==> config.mk <==
export PLATFORM = sky130hd
export DESIGN_NAME = mem_arbiter
export DESIGN_NICKNAME = d
export VERILOG_FILES = /design/src/rtl/mem_arbiter.sv
export SDC_FILE = /design/constraint.sdc
export NUM_CORES = 1
export LEC_CHECK = 0
export ABC_CLOCK_PERIOD_IN_PS = 2600
export BUFFER_PORTS_ARGS = -buffer_cell sky130_fd_sc_hd__buf_2
export CAP_MARGIN = 25
export CORE_AREA = 10 10 113 115
export CTS_BUF_LIST = sky130_fd_sc_hd__clkbuf_2
export CTS_CLUSTER_SIZE = 8
export DETAILED_ROUTE_END_ITERATION = 7
export DIE_AREA = 0 0 123 125
export PLACE_DENSITY_LB_ADDON = 0.2
export SYNTH_ARGS = -nofsm -noshare
export SYNTH_HDL_FRONTEND = slang
export SYNTH_SLANG_ARGS = --single-unit
export TNS_END_PERCENT = 1
==> constraint.sdc <==
create_clock -name clk -period 2.6 [get_ports clk]
set_clock_uncertainty 0.2 [all_clocks]
set_input_delay 0.39 -clock clk [delete_from_list [all_inputs] [get_ports clk]]
set_output_delay 0.39 -clock clk [all_outputs]
set_load 0.01 [all_outputs]
==> src/rtl/mem_arbiter.sv <==
// Purpose: two-master round-robin arbiter onto a single shared slave bus, with a per-transaction timeout.
// Latency: grant and s_valid one cycle after a request; mx_ready follows s_ready combinationally.
// Backpressure: the owner waits on s_ready; the non-owner is held off until IDLE; a stuck slave ends the transfer with err.
module mem_arbiter #(
    parameter int unsigned TIMEOUT_CYCLES = 255
) (
    input  logic        clk,
    input  logic        resetn,
    input  logic        m0_valid,
    input  logic [31:0] m0_addr,
    input  logic [31:0] m0_wdata,
    input  logic [3:0]  m0_wstrb,
    output logic        m0_ready,
    output logic [31:0] m0_rdata,
    output logic        m0_err,
    input  logic        m1_valid,
    input  logic [31:0] m1_addr,
    input  logic [31:0] m1_wdata,
    input  logic [3:0]  m1_wstrb,
    output logic        m1_ready,
    output logic [31:0] m1_rdata,
    output logic        m1_err,
    output logic        s_valid,
    output logic [31:0] s_addr,
    output logic [31:0] s_wdata,
    output logic [3:0]  s_wstrb,
    input  logic        s_ready,
    input  logic [31:0] s_rdata,
    output logic [1:0]  grant
);

    typedef enum logic [1:0] {
        IDLE  = 2'd0,
        BUSY0 = 2'd1,
        BUSY1 = 2'd2
    } state_t;

    // Counter value on the last BUSY cycle that is still allowed to wait.
    localparam logic [7:0] CNT_LAST = 8'(TIMEOUT_CYCLES - 1);

    state_t      state;
    logic        last_m1;   // 1 when m1 won the most recent completed transfer
    logic [7:0]  busy_cnt;
    logic        busy0;
    logic        busy1;
    logic        own_vld;
    logic        timeout;
    logic        finish;

    // Decode owner, timeout and completion for the current cycle.
    always_comb begin
        busy0   = (state == BUSY0);
        busy1   = (state == BUSY1);
        own_vld = (busy0 && m0_valid) || (busy1 && m1_valid);
        // A slave response in the final cycle wins over the timeout.
        timeout = own_vld && !s_ready && (busy_cnt == CNT_LAST);
        finish  = own_vld && (s_ready || timeout);
    end

    // Arbitration FSM: state, grant, last-winner pointer and timeout counter.
    always_ff @(posedge clk or negedge resetn) begin
        if (!resetn) begin
            state    <= IDLE;
            grant    <= 2'b00;
            last_m1  <= 1'b1;
            busy_cnt <= 8'd0;
        end else begin
            case (state)
                IDLE: begin
                    busy_cnt <= 8'd0;
                    // On contention the master that did not win last goes first.
                    if (m0_valid && (!m1_valid || last_m1)) begin
                        state <= BUSY0;
                        grant <= 2'b01;
                    end else if (m1_valid) begin
                        state <= BUSY1;
                        grant <= 2'b10;
                    end
                end
                BUSY0, BUSY1: begin
                    if (!own_vld) begin
                        // Abandoned request: no completion, so fairness pointer stays put.
                        state    <= IDLE;
                        grant    <= 2'b00;
                        busy_cnt <= 8'd0;
                    end else if (finish) begin
                        state    <= IDLE;
                        grant    <= 2'b00;
                        busy_cnt <= 8'd0;
                        last_m1  <= busy1;
                    end else begin
                        busy_cnt <= busy_cnt + 8'd1;
                    end
                end
                default: begin
                    state    <= IDLE;
                    grant    <= 2'b00;
                    busy_cnt <= 8'd0;
                end
            endcase
        end
    end

    // Slave request mux from the owner and completion routing back to it only.
    always_comb begin
        s_valid  = own_vld;
        s_addr   = 32'd0;
        s_wdata  = 32'd0;
        s_wstrb  = 4'd0;
        if (busy0) begin
            s_addr  = m0_addr;
            s_wdata = m0_wdata;
            s_wstrb = m0_wstrb;
        end else if (busy1) begin
            s_addr  = m1_addr;
            s_wdata = m1_wdata;
            s_wstrb = m1_wstrb;
        end
        m0_ready = busy0 && finish;
        m1_ready = busy1 && finish;
        m0_err   = busy0 && timeout;
        m1_err   = busy1 && timeout;
        m0_rdata = (busy0 && own_vld && s_ready) ? s_rdata : 32'd0;
        m1_rdata = (busy1 && own_vld && s_ready) ? s_rdata : 32'd0;
    end

endmodule
Yosys cells after proc, flatten, opt, wreduce, memory -nomap -nowiden

Index checks and enable logic that the tools add are counted.

Reduce and logical (&&, ||, !) cells: 23
Equal/unequal tests: 5
$add $sub $neg: 1
Mux-type cells: 16

Operators with widths:

| kind                  | number |
|---|---|
| $mux W32              | 6 |
| $mux W8               | 3 |
| $logic_and A1 B1 Y1   | 14 |
| $add A8 B1 Y8 const B | 1 |
| $eq A8 B8 Y1 const B  | 1 |
| $mux W2               | 4 |
| $mux W4               | 2 |
| $ne A3 B3 Y1 const B  | 2 |
| $pmux W2 S2           | 1 |
| $logic_or A1 B1 Y1    | 3 |
| $reduce_and A3 Y1     | 1 |
| $eq A2 B1 Y1 const B  | 1 |
| $eq A2 B2 Y1 const B  | 1 |
| $logic_not A1 Y1      | 2 |
| $logic_not A2 Y1      | 1 |
| $reduce_and A2 Y1     | 1 |
| $reduce_or A2 Y1      | 1 |

Output and inout bits: 139
Input bits: 173
Word-level logic and storage cells: 48
Flip-flop bits (word level): 11

Longest topological paths before layout

Depth in word-level cells: 10
Gate-level depth with buffers: 8
Gate-level depth less buffers: 6

Worst setup path after synthesis

Ideal clock, no wire load.

Kind: reg2out
From: reg state[1]
To: out s_addr[14]
Cell stages (with the launch flop): 9
Path buffers: 4
Slack: 466 ps
Arrival time: 1,544 ps
Required time: 2,010 ps
Path through: dfrtp_1 inv_1 ha_1 buf_2 nor2b_1 buf_2 buf_4 buf_2 a22o_1

Word-level cells in the longest chain between the ends: 3
Elaborated cells on any way between the ends: 4
Those cells by class: eq/ne: 2; mux: 2

Ends and longest elaborated chain:

| what                     | line | source |
|---|---|---|
| start: declaration       | 41   | `state_t state;` |
| start signal: assignment | 63   | `state <= IDLE;` |
| start signal: assignment | 73   | `state <= BUSY0;` |
| start signal: assignment | 76   | `state <= BUSY1;` |
| $eq A2 B2 Y1             | 53   | `busy1 = (state == BUSY1);` |
| $mux W32                 | 114  | `end else if (busy1) begin` |
| $mux W32 (*)             | 110  | `if (busy0) begin` |
| end: declaration         | 24   | `output logic [31:0] s_addr,` |

Mark *: on every way between the ends. The rest lies on a longest branch, timed or not.

Final worst setup path

From: reg state[0]
To: out m0_rdata[10]

Word-level cells in the longest chain between the ends: 6
Elaborated cells on any way between the ends: 8
Those cells by class: eq/ne: 2; mux: 1; reduce/logical: 5

Ends and longest elaborated chain:

| what                             | line | source |
|---|---|---|
| $eq A2 B2 Y1                     | 53   |  |
| net busy1                        | 45   | `logic busy1;` |
| $logic_and A1 B1 Y1              | 54   | `own_vld = (busy0 && m0_valid) \|\| (busy1 && m1_valid);` |
| $logic_or A1 B1 Y1               | 54   |  |
| $logic_and A1 B1 Y1 (2 in a row) | 123  | `m0_rdata = (busy0 && own_vld && s_ready) ? s_rdata : 32'd0;` |
| $mux W32                         | 123  |  |
| end: declaration                 | 14   | `output logic [31:0] m0_rdata,` |

The timed path passes the listed nets, and every way through them passes these cells.

==> impl_results.md <==
- Status: completed
- DR vias: 2949
- Vias in the first global route: 3103
- Detailed Place HPWL: 10.8 mm
- F_max: 403 MHz
- FP Rows: 38
- CTS root buf: clkbuf_2
- VDD IR max: 0.278 mV
- Area growth syn-to-layout: 98.5%
- Pwr Total: 2490 µW
- Worst-case clock buffer depth: 2
- Share of cells above drive strength 1: 0.643
- Max_slew headroom: 0.743
- Worst-margin pin slew: 0.385 ns
- Period utilization: 0.955
- Clock Power Share: 0.041
- Post-Route WL: 12.7 mm
- Worst setup EP type: primary output
- Worst path cell trace: inv_1 > ha_2 > a21o_1 > nand2_1 > nor2_4 > buf_6 > and2_1 > buf_2
- Nets@finish: 703
- Antenna diodes: 0
- Mapped Cells: 224
- Pin count of the biggest net entering global routing: 41
- 1st-iter DRT viols: 155
- Die area: 15400 µm²
- Global-route wire length before repair: 17.8 mm
- Initial Utilization: 0.169
- Gpl congestion: 0.906
- Setup-failing EPs final: 0
- Via density per instance: 4.44
- H-tree depth: 1
- Syn Area/Cell: 8.00 µm²
- Startpoint types: flop
- Worst reg-to-reg setup slack: 0.40 ns
- P per Cell Area: 699 nW/µm²
- Syn Nets: 402
- Int Power: 1190 µW
- First drt pass iteration count: 4
- Clk Latency, worst-skew pair: 0.28 ns
- # fillers: 1178
- IO Pins: 312
- Post-Synthesis Cell Area: 1790 µm²
- Leak: 0.00222 µW
- Pre-CTS WS: 0.331 ns
- Slew Viols, Final: 0
- RSZ-0062 raised after global routing: true
- Switching pwr: 1290 µW
- Core region area: 10600 µm²
- Buf/Inv on CP: 3
- Hold path cells: 3
- Crit-path max FO: 16
- Clk sinks: 11
- Crit Path Category: flop to primary output
- Post-CTS setup buffer count: 0
- #FFs+latches synth: 11
- Tot GR Track Use: 0.143
- Reg-to-Reg Start: state[1]
- Unique cell type count in the Yosys netlist: 34
- CP top delay family: flip-flops
- Routed Antenna Nets: 0
- Min Tclk post-route: 2.48 ns
- R2R cell count: 7
- Grt ovf: 0
- Yosys warning total: 0
- Initial antenna violation count: 0
- Hold WC Path Type: input port to flop
- Seq/Total Area, Yosys: 0.154
- Clock transition at the registers of the reported paths: 0.13 ns
- Die width: 123 µm
- Final WS setup: 0.118 ns
- Wire per inst: 19.1 µm
- Worst endpoint required time: 2.01 ns
- CP max-delay cell: dfrtp_1
- Combinational share of power: 0.868
- Switching Fraction: 0.521
- Seq pwr share: 0.091
- Min-delay src: m1_valid
- IO Port Bufs: 311
- Commonest non-fill, non-tap cell in the layout: buf_2
- Worst Hold Endpoint: state[1]
- Worst path arrival time: 1.89 ns
- Fin. Hold Viols: 0
- Vert. Die Dim: 125 µm
- Largest stage delay on the critical path: 0.44 ns
- CTS buffer count: 3
- Max Cap Viol: 0
- DRC: 0
- Most frequent cells in the layout: buf_2, a22o_1, and2_1
- Worst R2R End: last_m1
- CTS tree: built
==> power by group through the flow <==
stage	clock network (µW)	logic [µW]	registers, µW
floorplan	0	1210	226
global route	116	2340	232
CTS	107	2170	222
detailed placement	0	2150	226
global placement	0	2140	224
finish	101	2160	227
==> cell type report <==
| class | count | area [µm²] | share of cell area |
|---|---|---|---|
| flip-flops and latches | 11 | 277 | 0.0777 |
| repair buffers | 319 | 1650 | 0.464 |
| inverters | 4 | 15.0 | 0.00422 |
| well taps | 140 | 175 | 0.0492 |
| multi-input cells | 186 | 1420 | 0.399 |
| clock buffers | 3 | 15.0 | 0.00422 |
| clock inverters | 1 | 5.00 | 0.00141 |
==> cells in the mapped netlist (all sizes together) <==
cell type | instances | share of area
a22o | 69 | 0.34
and2 | 64 | 0.22
nor2 | 14 | 0.032
buf | 13 | 0.036
clkbuf | 10 | 0.025
dfrtp | 10 | 0.14
nand2 | 6 | 0.014
ha | 5 | 0.035
inv | 4 | 0.0084
nand3 | 4 | 0.014
xor2 | 4 | 0.020
a21o | 2 | 0.0084
nand4 | 2 | 0.0070
nor3 | 2 | 0.0056
xnor2 | 2 | 0.0098
a21oi | 1 | 0.0028
a2bb2oi | 1 | 0.0049
a41o | 1 | 0.0056
a41oi | 1 | 0.015
and3 | 1 | 0.0042
and4 | 1 | 0.0063
dfstp | 1 | 0.015
mux2 | 1 | 0.0084
nand3b | 1 | 0.0042
nor2b | 1 | 0.0035
o2111ai | 1 | 0.0049
o211ai | 1 | 0.0070
o21ai | 1 | 0.0028
==> logic make-up after synthesis <==
family,Yosys count,share of synthesized area
adder cells (fa/ha/maj),5,0.0349
AND/OR/NAND/NOR,96,0.314
multiplexers,1,0.00838
XOR/XNOR,6,0.0293
flip-flops,11,0.154
AO/OA/AOI/OAI,78,0.389
buffers and inverters,27,0.0698
==> worst min-delay path, stage by stage <==
cell	delay (ns)
buf_2	0.13
o2111ai_1	0.09
o211ai_2	0.08
==> routing by layer <==
layer	up-vias	track usage	routed length, µm
met4	0	0.0267	168
met1	1322	0.157	4520
met5	-	0	0
met3	10	0.0617	1770
li1	1419	-	-
met2	198	0.252	6210
==> sequential cells by signal (all words and copies together), names as in the netlist <==
| name | cells |
|---|---|
| state | 2 |
| busy_cnt | 8 |
| last_m1 | 1 |
==> how the worst max path moves through the flow <==
stage | from | to | slack [ns] | depth (start not counted)
CTS | state[1] | m1_rdata[14] | 0.02 | 8
global route | state[0] | m0_rdata[15] | -0.05 | 8
detailed placement | state[1] | last_m1 | 0.33 | 7
finish | state[0] | m0_rdata[10] | 0.12 | 8
floorplan | state[1] | s_addr[14] | 0.47 | 8
global placement | state[1] | last_m1 | 0.37 | 7
==> through the flow <==
stage	utilization	setup TNS, ns	area [µm²]	hold slack (ns)	cells
CTS	0.331	0	3510	0.218	663
floorplan	-	0	1790	-0.106	224
global route	0.335	-0.902	3560	0.230	664
global placement	0.328	0	3480	0.0725	658
finish	0.335	0	3560	0.239	664
detailed placement	0.328	0	3480	0.0803	658
==> what timing repair did <==
item | 4_1_cts | 5_1_grt
resized for setup | 0 | 12
hold buffers | 1 | 0
endpoints found under the setup margin | 0 | 96
hold endpoints to repair | 10 | 0
No activity file was read; power rests on OpenSTA's default activity.
